<file path="src/rtl/pic16_tmr0.sv">
// PIC16-style Timer0 with OPTION register, T0CKI synchronizer/edge detect,
// programmable prescaler, post-write increment inhibit and sticky overflow flag.
module pic16_tmr0 (
  input  logic       CLK,
  input  logic       RST,
  input  logic       WE,
  input  logic [8:0] EA,
  input  logic [7:0] WDATA,
  input  logic       T0CKI,
  input  logic       T0IF_CLR,
  output logic [7:0] RDATA,
  output logic       HIT,
  output logic       T0IF,
  output logic [7:0] OPTION_Q
);

  logic [7:0] r_tmr0;
  logic [7:0] r_option;
  logic [7:0] r_psc;
  logic [1:0] r_inhibit;
  logic       r_t0if;
  logic       r_sync1;
  logic       r_sync2;
  logic       r_sync3;

  logic       w_sel_tmr0;
  logic       w_sel_opt;
  logic       w_wr_tmr0;
  logic       w_wr_opt;
  logic       w_t0cs;
  logic       w_t0se;
  logic       w_psa;
  logic [2:0] w_ps;
  logic       w_edge;
  logic       w_src;
  logic       w_tick;
  logic [7:0] w_psc_max;
  logic       w_psc_tc;
  logic       w_inc;
  logic       w_ovf;

  // Bank bit EA[8] is ignored: both registers are mirrored in the upper bank.
  assign w_sel_tmr0 = (EA[7:0] == 8'h01);
  assign w_sel_opt  = (EA[7:0] == 8'h81);
  assign w_wr_tmr0  = WE & w_sel_tmr0;
  assign w_wr_opt   = WE & w_sel_opt;

  assign w_t0cs = r_option[5];
  assign w_t0se = r_option[4];
  assign w_psa  = r_option[3];
  assign w_ps   = r_option[2:0];

  // An edge needs sync2 != sync3, so a polarity or source switch cannot fake one.
  assign w_edge = w_t0se ? (r_sync3 & ~r_sync2) : (r_sync2 & ~r_sync3);
  assign w_src  = w_t0cs ? w_edge : 1'b1;
  assign w_tick = w_src & (r_inhibit == 2'd0);

  assign w_psc_max = 8'((9'd2 << w_ps) - 9'd1);
  assign w_psc_tc  = (r_psc == w_psc_max);
  assign w_inc     = w_tick & (w_psa | w_psc_tc);
  assign w_ovf     = w_inc & (r_tmr0 == 8'hFF) & ~w_wr_tmr0;

  always_ff @(posedge CLK or posedge RST) begin
    if (RST) begin
      r_tmr0    <= 8'h00;
      r_option  <= 8'hFF;
      r_psc     <= 8'h00;
      r_inhibit <= 2'd0;
      r_t0if    <= 1'b0;
      r_sync1   <= 1'b0;
      r_sync2   <= 1'b0;
      r_sync3   <= 1'b0;
    end else begin
      r_sync1 <= T0CKI;
      r_sync2 <= r_sync1;
      r_sync3 <= r_sync2;

      if (w_wr_opt)
        r_option <= WDATA;

      if (w_wr_tmr0) begin
        r_tmr0    <= WDATA;
        r_inhibit <= 2'd2;
      end else begin
        if (r_inhibit != 2'd0)
          r_inhibit <= r_inhibit - 2'd1;
        if (w_inc)
          r_tmr0 <= r_tmr0 + 8'd1;
      end

      if (w_wr_tmr0 || w_wr_opt || w_psa)
        r_psc <= 8'h00;
      else if (w_tick)
        r_psc <= w_psc_tc ? 8'h00 : r_psc + 8'd1;

      if (w_ovf)
        r_t0if <= 1'b1;
      else if (T0IF_CLR)
        r_t0if <= 1'b0;
    end
  end

  always_comb begin
    RDATA = 8'h00;
    if (w_sel_tmr0)
      RDATA = r_tmr0;
    else if (w_sel_opt)
      RDATA = r_option;
  end

  assign HIT      = w_sel_tmr0 | w_sel_opt;
  assign T0IF     = r_t0if;
  assign OPTION_Q = r_option;

endmodule
</file>
<file path="config.mk">
export PLATFORM = sky130hd
export DESIGN_NAME = pic16_tmr0
export DESIGN_NICKNAME = d
export VERILOG_FILES = /design/src/rtl/pic16_tmr0.sv
export SDC_FILE = /design/constraint.sdc
export NUM_CORES = 1
export LEC_CHECK = 0
export BUFFER_PORTS_ARGS = -buffer_cell sky130_fd_sc_hd__buf_2
export CAP_MARGIN = 20
export CORE_MARGIN = 10
export CORE_UTILIZATION = 48
export DETAILED_ROUTE_END_ITERATION = 12
export PLACE_DENSITY = 0.86
export SLEW_MARGIN = 20
export SYNTH_ARGS = -nofsm -noshare
export SYNTH_HDL_FRONTEND = slang
export SYNTH_SLANG_ARGS = --single-unit
</file>
<file path="constraint.sdc">
create_clock -name CLK -period 2.1 [get_ports CLK]
set_clock_uncertainty 0.15 [all_clocks]
set_input_delay 0.42 -clock CLK [delete_from_list [all_inputs] [get_ports CLK]]
set_output_delay 0.42 -clock CLK [all_outputs]
set_load 0.05 [all_outputs]
</file>
# ---- Yosys cells after proc, flatten, opt, wreduce, memory -nomap -nowiden
# Cells that the tools add are included.
dict set report word_totals {
  ram_bits 0
  in_bits 22
  romBits 0
  elab_cells 51
  regBits 30
  n_memories 0
  latchBits 0
}
dict set report op_classes {
  n_reduce_logical 8
  n_bitwise 13
  n_addsub 4
  n_shift 1
  mux 13
  mul 0
  n_eq_ne 4
  magnitude_cmp 0
  div_mod_pow 0
}
# operator count
set op_table {}
lappend op_table {{$mux 8} 7}
lappend op_table {{$add 8x1->8 const B} 2}
lappend op_table {{$eq 8x8->1 const B} 2}
lappend op_table {{$reduce_bool 2->1} 5}
lappend op_table {{$and 1x1->1} 8}
lappend op_table {{$eq 8x1->1 const B} 1}
lappend op_table {{$eq 8x8->1} 1}
lappend op_table {{$shl 2x3->8 const A} 1}
lappend op_table {{$sub 8x1->8 const B} 1}
lappend op_table {{$mux 1} 4}
lappend op_table {{$mux 2} 2}
lappend op_table {{$not 1->1} 3}
lappend op_table {{$logic_not 2->1} 1}
lappend op_table {{$logic_or 1x1->1} 2}
lappend op_table {{$or 1x1->1} 2}
lappend op_table {{$sub 2x1->2 const B} 1}

# ---- Depth between registers and ports, before layout
dict set report logic_depth {
  ltp_word 9
  depth_mapped 9
  mapped_depth_nobuf 7
}

# ---- Worst setup path after synthesis
# OpenSTA, ideal clock, no wires.
dict set report synth_path {
  path_type {register to register}
  startpoint {register r_option[1] (netlist: OPTION_Q[1])}
  endpoint {register r_tmr0[1]}
  setup_time_ns 0.123
  stages_incl_launch_ff 9
  required_ns 1.827
  slack_ns -0.235
  arrival_ns 2.063
  n_path_buf 1
  cell_sequence {dfstp_2 buf_6 nor2_1 xor2_1 a311oi_1 nor3_4 o21ai_1 mux2i_1 a21oi_1}
}
dict set report synth_between {
  elab_chain_cells 6
}
# item line
set synth_rtl {}
lappend synth_rtl {{from (decl)} 18} ;# logic [7:0] r_option;
lappend synth_rtl {{from (signal assigned)} 66} ;# r_option <= 8'hFF;
lappend synth_rtl {{from (signal assigned)} 79} ;# r_option <= WDATA;
lappend synth_rtl {{$shl 2x3->8} 58} ;# assign w_psc_max = 8'((9'd2 << w_ps) - 9'd1);
lappend synth_rtl {{$sub 8x1->8} 58}
lappend synth_rtl {{$eq 8x8->1} 59} ;# assign w_psc_tc = (r_psc == w_psc_max);
lappend synth_rtl {{$or 1x1->1} 60} ;# assign w_inc = w_tick & (w_psa | w_psc_tc);
lappend synth_rtl {{$and 1x1->1} 60}
lappend synth_rtl {{$reduce_bool 2->1 (no line)} -}
lappend synth_rtl {{to (signal assigned)} 88} ;# r_tmr0 <= r_tmr0 + 8'd1;
lappend synth_rtl {{to (decl)} 17} ;# logic [7:0] r_tmr0;
# No other way between the ends.
# A chain may end at the register's enable or synchronous reset.

# ---- Worst setup path after layout
dict set report layout_path {
  startpoint {register r_option[1] (netlist: OPTION_Q[1])}
  endpoint {register r_tmr0[0]}
}
# Same word-level chain as after synthesis.

==> results summary <==
At the worst endpoint, the required time is 2.12 ns. The timing startpoint of the critical path is OPTION_Q[1]. In this run the power spent charging and discharging nets is 861 uW. The number of nets with antenna violations after detailed routing is 0.

The floorplan has 22 rows. The total chip power is 2260 uW. Setup total negative slack on the finished layout was measured at -0.575 ns. The initial antenna violation count came out at 0. The clock drives 30 sinks. The detailed-routing iteration count for the pre-antenna-repair pass came out at 4.

The buffer levels on the longest clock path is 2. The area of the core came out at 0.00363 sq mm. The final worst setup slack came out at -0.0998 ns. The worst flop-to-flop path startpoint is OPTION_Q[1]. The number of global-route vias before repair is 1,638. Across every metal layer, demand over resource in global routing totals 0.150. The final number of max-transition violations came out at 0. The worst setup path is launched from a flip-flop. The power density of the placed cells came out at 925 mW/mm^2. The global-route wire length before repair came out at 7670 um. The synthesized design spends more area on one cell type than any other, namely sky130_fd_sc_hd__dfrtp_1. The I/O pin count came out at 40. At the pin with the least slew margin, the transition time is 0.397 ns.

Setup violations remaining at the end of the flow were counted as 10. Yosys printed 0 warnings. By area the synthesized netlist is led by sky130_fd_sc_hd__dfrtp_1 31%, sky130_fd_sc_hd__dfstp_2 12%, sky130_fd_sc_hd__nand2_1 6.1%. The count of unresolved DRC violations after routing came out at 0. In this run the vertical extent of the chip is 81.2 um.

The depth of the worst register-to-register path is 10. The peak clock frequency supported by timing is 455 MHz. The number of hold violations in the final report is 0. In the synthesized netlist the async set-or-reset flop fraction comes to 1.00. Across the VDD grid, the largest voltage drop is 733 uV. The setup slack at placement came out at -0.0363 ns. Among the stages of the critical path, the cell type that occurs most often is sky130_fd_sc_hd__buf_6. The area share of the largest cell type after synthesis came out at 0.306.

The most used flip-flop cell after synthesis is sky130_fd_sc_hd__dfrtp_1. The detailed-route wire length is 5040 um. The cell with the biggest individual delay on the critical path is sky130_fd_sc_hd__dfstp_2. The sequential cell fraction of total power is 0.401.

The root buffer cell chosen for the clock tree is sky130_fd_sc_hd__clkbuf_8. Traced cell by cell, the critical path runs through buf_6 -> nor2b_1 -> a21oi_1 -> a2bb2oi_2 -> nor3_4 -> buf_6 -> o21ai_4 -> buf_4 -> xor2_2 -> o21ai_1. The cell count after synthesis is 200.

Setup repair after global routing could not meet its margin everywhere. The average wire length per cell after detail routing is 16.3 um. The run finished, with violations left.

In this run the static leakage power is 0.00113 uW. The net count after synthesis came out at 225. The via count is 1,666. The clock-pin slew on the worst setup and hold paths came out at 0.06 ns. The signal arrival time at the worst endpoint is 2.22 ns.

The HPWL reported at the end of detailed placement is 3440 um. The DRC violation total after the first TritonRoute iteration came out at 151. The total of buffers placed on input and output ports came out at 38. For this run the aggregate overflow at the end of global routing stands at 0. Summing all multi-input logic gate instances after layout gives 0.00107 sq mm.

The share of the clock period used by the worst path is 1.05. The area of all sequential standard cells is 764 sq um. The final reports fail on negative setup slack. The maximum number of pins on one net before global-route repair is 31. The share of total power dissipated in combinational logic is 0.387.

The post-synthesis instance area is 0.00180 sq mm. The tool flagged a number of max-cap violations equal to 0. The tightest min-delay check is of the in2async type. The clock latency on the worst-skew pair came out at 0.29 ns. The highest net fanout along the worst path is 7. The synthesized flop and latch total came out at 30. The mean number of vias per cell is 5.37. The share of power burned in the clock network is 0.212. Compared with the post-synthesis result, the final layout area differs by 35.6%.

The number of enable-type register cells in the synthesized netlist is 0. The starting utilization of the core area came out at 0.495. The internal portion of the total power is 1390 uW. The worst setup path is captured at a flip-flop. The most common cell in the synthesized netlist is sky130_fd_sc_hd__nand2_1. In this run, CTS created clock tree buffers numbering 5. The fraction of final layout cells sized beyond drive strength 1 is 0.443.

For this run, the register share of the synthesized area comes to 0.423. The net count of the finished layout is 286. The CTS H-tree depth is 2.

The number of diodes added for antenna fixing is 0. The tightest slew margin relative to the limit is 0.735. The reg2reg setup slack is -0.1 ns.

Counting I/O delays and the setup requirement, the final critical path takes 2.20 ns. By count the netlist is led by 29 x sky130_fd_sc_hd__nand2_1, 26 x sky130_fd_sc_hd__nor2_1, 22 x sky130_fd_sc_hd__dfrtp_1, 10 x sky130_fd_sc_hd__mux2i_1. For this run, the slowest stage of the critical path takes 0.64 ns. The worst register-to-register path ends at r_tmr0[0]. The x dimension of the die is 81.2 um. The number of different library cells used by synthesis comes to 40. The layout has 276 filler cells.

The setup path with the least slack is of type reg2reg. TritonCTS built the clock tree. At the end of routability-driven placement, the weighted congestion stood at 0.843. The area of the die is 0.00660 sq mm. The final core utilization is 0.671. Of the total power, the share spent switching nets is 0.382.

The average instance area after synthesis came out at 9.00 sq um.
sequential cells by signal (all words and copies together), names as in the netlist:
name and count:
r_sync1 1, r_psc 8, OPTION_Q 8, r_sync2 1, r_sync3 1, r_tmr0 8
T0IF 1, r_inhibit 2
critical path: cells and delay by family, from the launching register on:
family,cells,cell delay [ns]
AO/OA/AOI/OAI,4,0.63
XOR/XNOR,1,0.13
buffers and inverters,3,0.42
flip-flops,1,0.64
AND/OR/NAND/NOR,2,0.11
power groups by stage:
stage	Clock, uW	Combinational, uW	Sequential (uW)
after global routing	514	970	920
after floorplan	0	573	886
after global placement	0	737	882
after detailed placement	0	775	892
final	477	873	906
after CTS	484	806	887
final cells by class:
| cell class | count | share of cell area |
|---|---|---|
| multi-input cells | 152 | 0.439 |
| flip-flops and latches | 30 | 0.313 |
| repair buffers | 65 | 0.173 |
| clock buffers | 7 | 0.0354 |
| well taps | 48 | 0.0246 |
| inverters | 7 | 0.0123 |
| clock inverters | 1 | 0.00205 |
cell families (layout without fill, tap and decap cells):
logic type / count (synthesis) / in the layout / synth area share
AOI/OAI and AO/OA: 33 / 33 / 0.116
muxes: 19 / 19 / 0.112
adders and majority gates: 3 / 3 / 0.0209
xor gates and xnor gates: 11 / 11 / 0.0536
buffers and inverters: 18 / 80 / 0.0466
and+or+nand+nor: 86 / 86 / 0.228
DFF: 30 / 30 / 0.423
through the flow:
| step | std cells | hold WS (ns) | cell area [sq um] |
|---|---|---|---|
| floorplan | 200 | 0.181 | 1840 |
| global placement | 292 | 0.186 | 2160 |
| detailed placement | 292 | 0.197 | 2160 |
| CTS | 305 | 0.0541 | 2320 |
| global route | 310 | 0.0743 | 2440 |
| finish | 310 | 0.0434 | 2440 |
layer usage:
metal / wire [um] / track usage / vias to the layer above
li1: - / - / 813
met1: 2140 / 0.175 / 802
met2: 2470 / 0.237 / 39
met3: 304 / 0.0430 / 12
met4: 127 / 0.0934 / 0
met5: 0 / 0 / -
cells in the final DEF (no fill, tap or decap), drive strengths merged:
cell | Yosys | final
a2bb2oi | 2 | 2
o22ai | 1 | 1
o211ai | 1 | 1
mux2 | 9 | 9
xor2 | 9 | 9
a21oi | 6 | 6
nor2b | 2 | 2
clkinvlp | 0 | 1
nor3 | 3 | 3
dfstp | 8 | 8
a31oi | 3 | 3
and2 | 1 | 1
clkbuf | 8 | 8
inv | 7 | 6
nor4b | 2 | 2
or2 | 2 | 2
dfrtp | 22 | 22
a2111oi | 1 | 1
o31ai | 2 | 2
o2111ai | 1 | 1
nand3b | 1 | 1
xnor2 | 2 | 2
o21ai | 13 | 13
or4 | 2 | 2
nand2 | 29 | 29
nand2b | 3 | 3
a311oi | 1 | 1
and3 | 2 | 2
ha | 3 | 3
nor4 | 2 | 2
clkinv | 0 | 1
nor2 | 26 | 26
o2bb2ai | 1 | 1
nand3 | 9 | 9
buf | 3 | 64
o221ai | 1 | 1
mux2i | 10 | 10
nand4 | 2 | 2
worst max-delay path by stage:
stage | cells after the start | slack, ns | to
after detailed placement | 8 | -0.04 | r_psc[6]
after global routing | 10 | -0.17 | r_tmr0[0]
final | 10 | -0.1 | r_tmr0[0]
after CTS | 7 | -0.02 | r_tmr0[1]
after global placement | 8 | 0.02 | r_psc[6]
after floorplan | 3 | -0.14 | RDATA[0]
timing repair:
item                                    CTS  global route
gates resized for setup                  11            21
endpoints found under the setup margin   11            24
hold buffers                              0             0
gates cloned                              0             0
buffers inserted                          5             6
pin swaps                                 6            11
Note: power is estimated with default switching activity, not from simulation.
